`src/rtl/gtx_tx_align_inserter.sv`:
```
// gtx_tx_align_inserter
//
// Builds the word stream for a 16-bit GTX transmitter. It merges link-layer dwords with
// periodic ALIGNP bursts and fills with SYNCP dwords when the link layer has nothing to send.
// Exactly one word leaves every wclk. Dword phase alternates low/high every cycle after reset.
//
// Parameters
//   ALIGN_PERIOD  DATA/FILL dwords emitted between ALIGNP bursts
//   ALIGN_BURST   ALIGNP primitives per burst (>= 1)
//   CNT_W         dword counter width (ALIGN_PERIOD must fit)
//
// Ports
//   wclk          clock; all logic on its rising edge
//   rst           synchronous, active-low reset
//   in_data       link-layer word (low word of a dword first)
//   in_charisk    K-flags for in_data bytes
//   in_valid      in_data/in_charisk valid
//   in_ready      next output slot takes an input word (from registered state only)
//   force_align   request continuous ALIGNP, sampled at dword boundaries
//   tx_data       registered word to GTX TXDATA
//   tx_charisk    registered word to GTX TXCHARISK
//   lword_strobe  tx_data holds the high (second) word of a dword
//   align_busy    tx_data holds an ALIGNP word
//   underrun      sticky: in_valid was low in a high-word DATA slot
module gtx_tx_align_inserter #(
  parameter int unsigned ALIGN_PERIOD = 254,
  parameter int unsigned ALIGN_BURST  = 2,
  parameter int unsigned CNT_W        = 8
) (
  input  logic        wclk,
  input  logic        rst,
  input  logic [15:0] in_data,
  input  logic [1:0]  in_charisk,
  input  logic        in_valid,
  output logic        in_ready,
  input  logic        force_align,
  output logic [15:0] tx_data,
  output logic [1:0]  tx_charisk,
  output logic        lword_strobe,
  output logic        align_busy,
  output logic        underrun
);

  localparam int unsigned BURST_W = $clog2(ALIGN_BURST + 1);

  localparam logic [15:0] AlignLo = 16'h4ABC;
  localparam logic [15:0] AlignHi = 16'h7B4A;
  localparam logic [15:0] SyncLo  = 16'h957C;
  localparam logic [15:0] SyncHi  = 16'hB5B5;
  localparam logic [1:0]  KLo     = 2'b01;
  localparam logic [1:0]  KHi     = 2'b00;

  localparam logic [CNT_W-1:0]   PeriodMax = CNT_W'(ALIGN_PERIOD);
  localparam logic [BURST_W-1:0] BurstLast = BURST_W'(ALIGN_BURST - 1);

  // State of the dword whose next word is about to be emitted.
  typedef enum logic [1:0] {
    StAlign,
    StData,
    StFill
  } state_e;

  state_e             state_q, state_d;
  logic               hi_q, hi_d;          // next emitted word is the high word
  logic [CNT_W-1:0]   cnt_q, cnt_d;        // completed DATA/FILL dwords since last burst
  logic [BURST_W-1:0] burst_q, burst_d;    // ALIGNPs completed in the current burst
  logic               ext_q, ext_d;        // ALIGNP in flight was started under force_align
  logic [15:0]        tx_data_q, tx_data_d;
  logic [1:0]         tx_charisk_q, tx_charisk_d;
  logic               lword_q, lword_d;
  logic               busy_q, busy_d;
  logic               underrun_q, underrun_d;
  logic [CNT_W-1:0]   cnt_inc;

  always_ff @(posedge wclk) begin
    if (!rst) begin
      state_q      <= StAlign;
      hi_q         <= 1'b0;
      cnt_q        <= '0;
      burst_q      <= '0;
      ext_q        <= 1'b0;
      tx_data_q    <= AlignLo;
      tx_charisk_q <= KLo;
      lword_q      <= 1'b0;
      busy_q       <= 1'b1;
      underrun_q   <= 1'b0;
    end else begin
      state_q      <= state_d;
      hi_q         <= hi_d;
      cnt_q        <= cnt_d;
      burst_q      <= burst_d;
      ext_q        <= ext_d;
      tx_data_q    <= tx_data_d;
      tx_charisk_q <= tx_charisk_d;
      lword_q      <= lword_d;
      busy_q       <= busy_d;
      underrun_q   <= underrun_d;
    end
  end

  always_comb begin
    state_d      = state_q;
    hi_d         = ~hi_q;
    cnt_d        = cnt_q;
    burst_d      = burst_q;
    ext_d        = ext_q;
    tx_data_d    = AlignLo;
    tx_charisk_d = KLo;
    lword_d      = hi_q;
    busy_d       = 1'b0;
    underrun_d   = underrun_q;
    cnt_inc      = cnt_q + 1'b1;

    // Word selection for the slot being emitted at this edge.
    unique case (state_q)
      StAlign: begin
        busy_d       = 1'b1;
        tx_data_d    = hi_q ? AlignHi : AlignLo;
        tx_charisk_d = hi_q ? KHi : KLo;
      end
      StData: begin
        if (in_valid) begin
          tx_data_d    = in_data;
          tx_charisk_d = in_charisk;
        end else if (!hi_q) begin
          // Nothing at the start of a dword: the whole dword becomes SYNCP.
          tx_data_d    = SyncLo;
          tx_charisk_d = KLo;
          state_d      = StFill;
        end else begin
          // Half a dword already sent: pad the high word and flag it.
          tx_data_d    = SyncHi;
          tx_charisk_d = KHi;
          underrun_d   = 1'b1;
        end
      end
      StFill: begin
        tx_data_d    = hi_q ? SyncHi : SyncLo;
        tx_charisk_d = hi_q ? KHi : KLo;
      end
      default: begin
        tx_data_d    = AlignLo;
        tx_charisk_d = KLo;
        state_d      = StAlign;
      end
    endcase

    // Dword boundary: decide what the next dword is.
    if (hi_q) begin
      if (state_q == StAlign) begin
        if (force_align) begin
          ext_d   = 1'b1;
          burst_d = '0;
        end else if (ext_q) begin
          // Last ALIGNP started under force; it does not count toward the tail burst.
          ext_d   = 1'b0;
          burst_d = '0;
        end else if (burst_q == BurstLast) begin
          state_d = StData;
          cnt_d   = '0;
          burst_d = '0;
        end else begin
          burst_d = burst_q + 1'b1;
        end
      end else begin
        cnt_d = cnt_inc;
        if (force_align) begin
          state_d = StAlign;
          ext_d   = 1'b1;
          burst_d = '0;
        end else if (cnt_inc == PeriodMax) begin
          state_d = StAlign;
          burst_d = '0;
        end else begin
          state_d = StData;
        end
      end
    end
  end

  assign in_ready     = (state_q == StData);
  assign tx_data      = tx_data_q;
  assign tx_charisk   = tx_charisk_q;
  assign lword_strobe = lword_q;
  assign align_busy   = busy_q;
  assign underrun     = underrun_q;

endmodule
```
`config.mk`:
```
export PLATFORM = sky130hd
export DESIGN_NAME = gtx_tx_align_inserter
export DESIGN_NICKNAME = d
export VERILOG_FILES = /design/src/rtl/gtx_tx_align_inserter.sv
export SDC_FILE = /design/constraint.sdc
export NUM_CORES = 1
export LEC_CHECK = 0
export ABC_AREA = 1
export CAP_MARGIN = 20
export CORE_UTILIZATION = 35
export DETAILED_ROUTE_END_ITERATION = 10
export HOLD_SLACK_MARGIN = 0.12
export PLACE_DENSITY_LB_ADDON = 0.2
export SLEW_MARGIN = 20
export SYNTH_ARGS = -nofsm -noshare
export SYNTH_HDL_FRONTEND = slang
export SYNTH_SLANG_ARGS = --single-unit
```
`constraint.sdc`:
```
create_clock -name wclk -period 3.5 [get_ports wclk]
set_clock_uncertainty 0.1 [all_clocks]
set_input_delay 0.7 -clock wclk [delete_from_list [all_inputs] [get_ports wclk]]
set_output_delay 0.7 -clock wclk [all_outputs]
set_load 0.005 [all_outputs]
```
==> impl_results.md <==
* I/O pin total at 44
* Critical R2R Launch: cnt_q[1]
* Largest area contributor in the netlist: dfxtp_1
* Endpoint class of the critical path: primary output
* Pwr Density at 426.2 nW/um2
* Setup TNS at 0 ns
* R2r endpoint: burst_q[1]
* R2r worst-path depth at 12
* R2r setup slk at 1.74 ns
* Max Freq at ~440 MHz
* Final core area utilization at 51.19%
* Starting Density at 36.91%
* Synth Area in Adders at under 10%
* Clock-pin slew on the worst setup and hold paths at 0.07 ns
* Final Total Pwr at 0.0008853 W
* Synth area leaders: dfxtp_1, nand2_1, inv_1
* Bufs on Longest Clock Path at 2
* Sink Count at 35
* Area share of the largest cell type after synthesis at between 40% and 50%
* Min-Delay Path Depth at 2
* Number of global-route vias before repair at 1228
* Largest family of logic cells by synthesized area: simple AND/OR/NAND/NOR gates
* RSZ-0062 raised after global routing: false
* Maximum vdd ir drop at 244.7 uV
* Num CTS Buffers at 5
* Xor and xnor area share after synthesis at 0%
* HPWL after DPL at about 2400 um
* Endpoints failing setup at 0
* Vias per cell at 4.545
* Reg area at 700.7 um2
* Synth Area in Compound Gates at 11.86%
* Setup Fix Bufs, Post-CTS at 0
* First-pass GRT wire length at 5340 um
* Synthesized cell area at 1498 um2
* Worst skew pair latency at 0.28 ns
* Antenna Cells at 0
* Syn_nets at 226
* Mapped Cells at between 200 and 250
* Placer congestion estimate at roughly 0.76
* Hold Fails Final Rpt at 0
* Path category of the worst min-delay check: flop to flop
* Setup CP Type: flop to primary output
* WP data arrival at 1.47 ns
* Total Routed Length at 3255 um
* Area of the multi-input gates at 668.1 um2
* Core Area at 4058 um2
* Tcrit/Tclk final at approximately 65%
* WP data required at about 2.7 ns
* Fillers at 413
* Mux cell area share after synthesis at 0%
* Area growth, synth to finish at 38.68%
* CTS tree: yes
* Syn_area_per_cell at roughly 7.4 um2
* Die ar. at 4545 um2
* Port Buffers at 43
* DRC violations left at 0
* Final min period at 2.271 ns
* H-tree depth at 2
* Core Rows at 23
* Critical hold path startpoint: burst_q[1]
* Register area share after synthesis at 46.78%
* Slew Viols, Final at 0
* Antenna viol nets, final at 0
* Layout cells sized above 1 at between 10% and 20%
* Antenna violations before repair at 0
* Largest net degree at the start of global routing at 17
* GRT Total Usage at 15.95%
* CP Max Fanout at 6
* Worst-margin pin slew at about 0.50 ns
* Initial drt markers at 63
* Synth unique cells at 31
* Worst hold margin at between 0.3 and 0.4 ns
* Vias at 1359
* Die W at 67.42 um
* First-pass DRT Iterations at 4
* Slew HR at 66.64%
* Seq cells post-synth at 35
* Yosys warns at 0
* Aggregate global routing overflow at 0
* Worst setup SP type: flop
* Worst Hold Path EP: burst_q[1]
* Final net count at 273
* Leakage at about 0.84 nW
* Die height at 67.42 um
* # hold bufs at CTS at 0
* Max_cap viols at 0
* CTS root buffer: clkbuf_8
* # resized after CTS at 0
* WL per Instance at 10.89 um
* Post-Synth Simple-Gate Area at 31.08%
* Status: completed
## synth_stat cells (all sizes together)
cell type / instances
clkinv: 1
a32o: 1
dfxtp: 35
o21ai: 8
inv: 29
nand4: 2
nand2: 57
clkbuf: 1
o22ai: 2
o21bai: 1
nor2: 29
o211ai: 1
a21oi: 15
nor3: 2
or2: 1
a31oi: 1
nand3: 11
buf: 2
a22oi: 1
ha: 2
## through the flow
| stage | instance area, um2 | worst slack, ns | instances |
|---|---|---|---|
| after global placement | 1974 | 1.170 | 292 |
| after global routing | 2077 | 1.145 | 299 |
| after floorplan | 1498 | 1.943 | 202 |
| final | 2077 | 1.229 | 299 |
| after detailed placement | 1974 | 1.118 | 292 |
| after CTS | 2077 | 1.208 | 299 |
## critical path, stage by stage (launching register included)
cell and delay, ns:
dfxtp_1 0.45, inv_2 0.09, nor2_4 0.13, clkdlybuf4s50_1 0.52
## how the worst max path moves through the flow
stage,cells past startpoint,endpoint,start
5_1_grt,3,in_ready,state_q[0]
6_report,3,in_ready,state_q[0]
3_3_place_gp,5,cnt_q[0],rst
4_1_cts,3,in_ready,state_q[0]
3_5_place_dp,5,cnt_q[0],rst
2_1_floorplan,6,cnt_q[0],force_align
## sequential cells by signal, indices dropped and copies added, names as in the netlist
| name | count |
|---|---|
| align_busy | 1 |
| burst_q | 2 |
| cnt_q | 8 |
| ext_q | 1 |
| hi_q | 1 |
| lword_strobe | 1 |
| state_q | 2 |
| tx_charisk | 2 |
| tx_data | 16 |
| underrun | 1 |
## power breakdown
group	total (W)	switching, W	internal, W
sequential	0.000426	0.00000953	0.000417
clock	0.000346	0.000138	0.000209
combinational	0.000113	0.0000507	0.0000622
total	0.000885	0.000198	0.000688
## routing by layer
metal	global-route usage, %	vias up	routed length (um)
met2	26.75	32	1540
met5	0	-	0
li1	-	730	-
met4	7.181	0	58
met3	4.054	7	191
met1	19.01	590	1464
## cell families (layout without fill, tap and decap cells)
family                     Yosys count  after routing
buffers and inverters               33             80
AOI/OAI and AO/OA                   30             30
adders and majority gates            2              2
DFF                                 35             35
and+or+nand+nor                    102            102
## area by class of cell
type,instances,area share [%]
clock buffers,6,3.494
clock inverters,1,1.446
inverters,30,5.422
multi-input cells,134,32.17
flip-flops and latches,35,33.73
well taps,50,3.012
repair buffers,43,20.72
## cell usage in the layout, fill, tap and decap left out
cell type | netlist | layout
clkdlybuf4s50_1 | 0 | 43
o21ai_0 | 3 | 3
ha_1 | 2 | 2
nor2_4 | 2 | 2
inv_2 | 5 | 5
a31oi_1 | 1 | 1
or2_0 | 1 | 1
inv_1 | 24 | 24
bufinv_16 | 0 | 1
nor3_1 | 1 | 1
a21oi_2 | 2 | 2
o22ai_1 | 2 | 2
nand3_1 | 9 | 9
o211ai_1 | 1 | 1
o21ai_1 | 4 | 4
nand2_2 | 3 | 3
o21bai_1 | 1 | 1
clkinv_1 | 1 | 1
clkbuf_1 | 1 | 1
a32o_1 | 1 | 1
nor2_2 | 2 | 2
a22oi_1 | 1 | 1
nor2_8 | 1 | 1
nor2_1 | 24 | 24
clkbuf_8 | 0 | 5
nand3_2 | 2 | 2
dfxtp_1 | 35 | 35
o21ai_2 | 1 | 1
nand4_1 | 2 | 2
a21oi_1 | 13 | 13
nor3_2 | 1 | 1
nand2_1 | 54 | 54
Note: power is estimated with default switching activity, not from simulation.
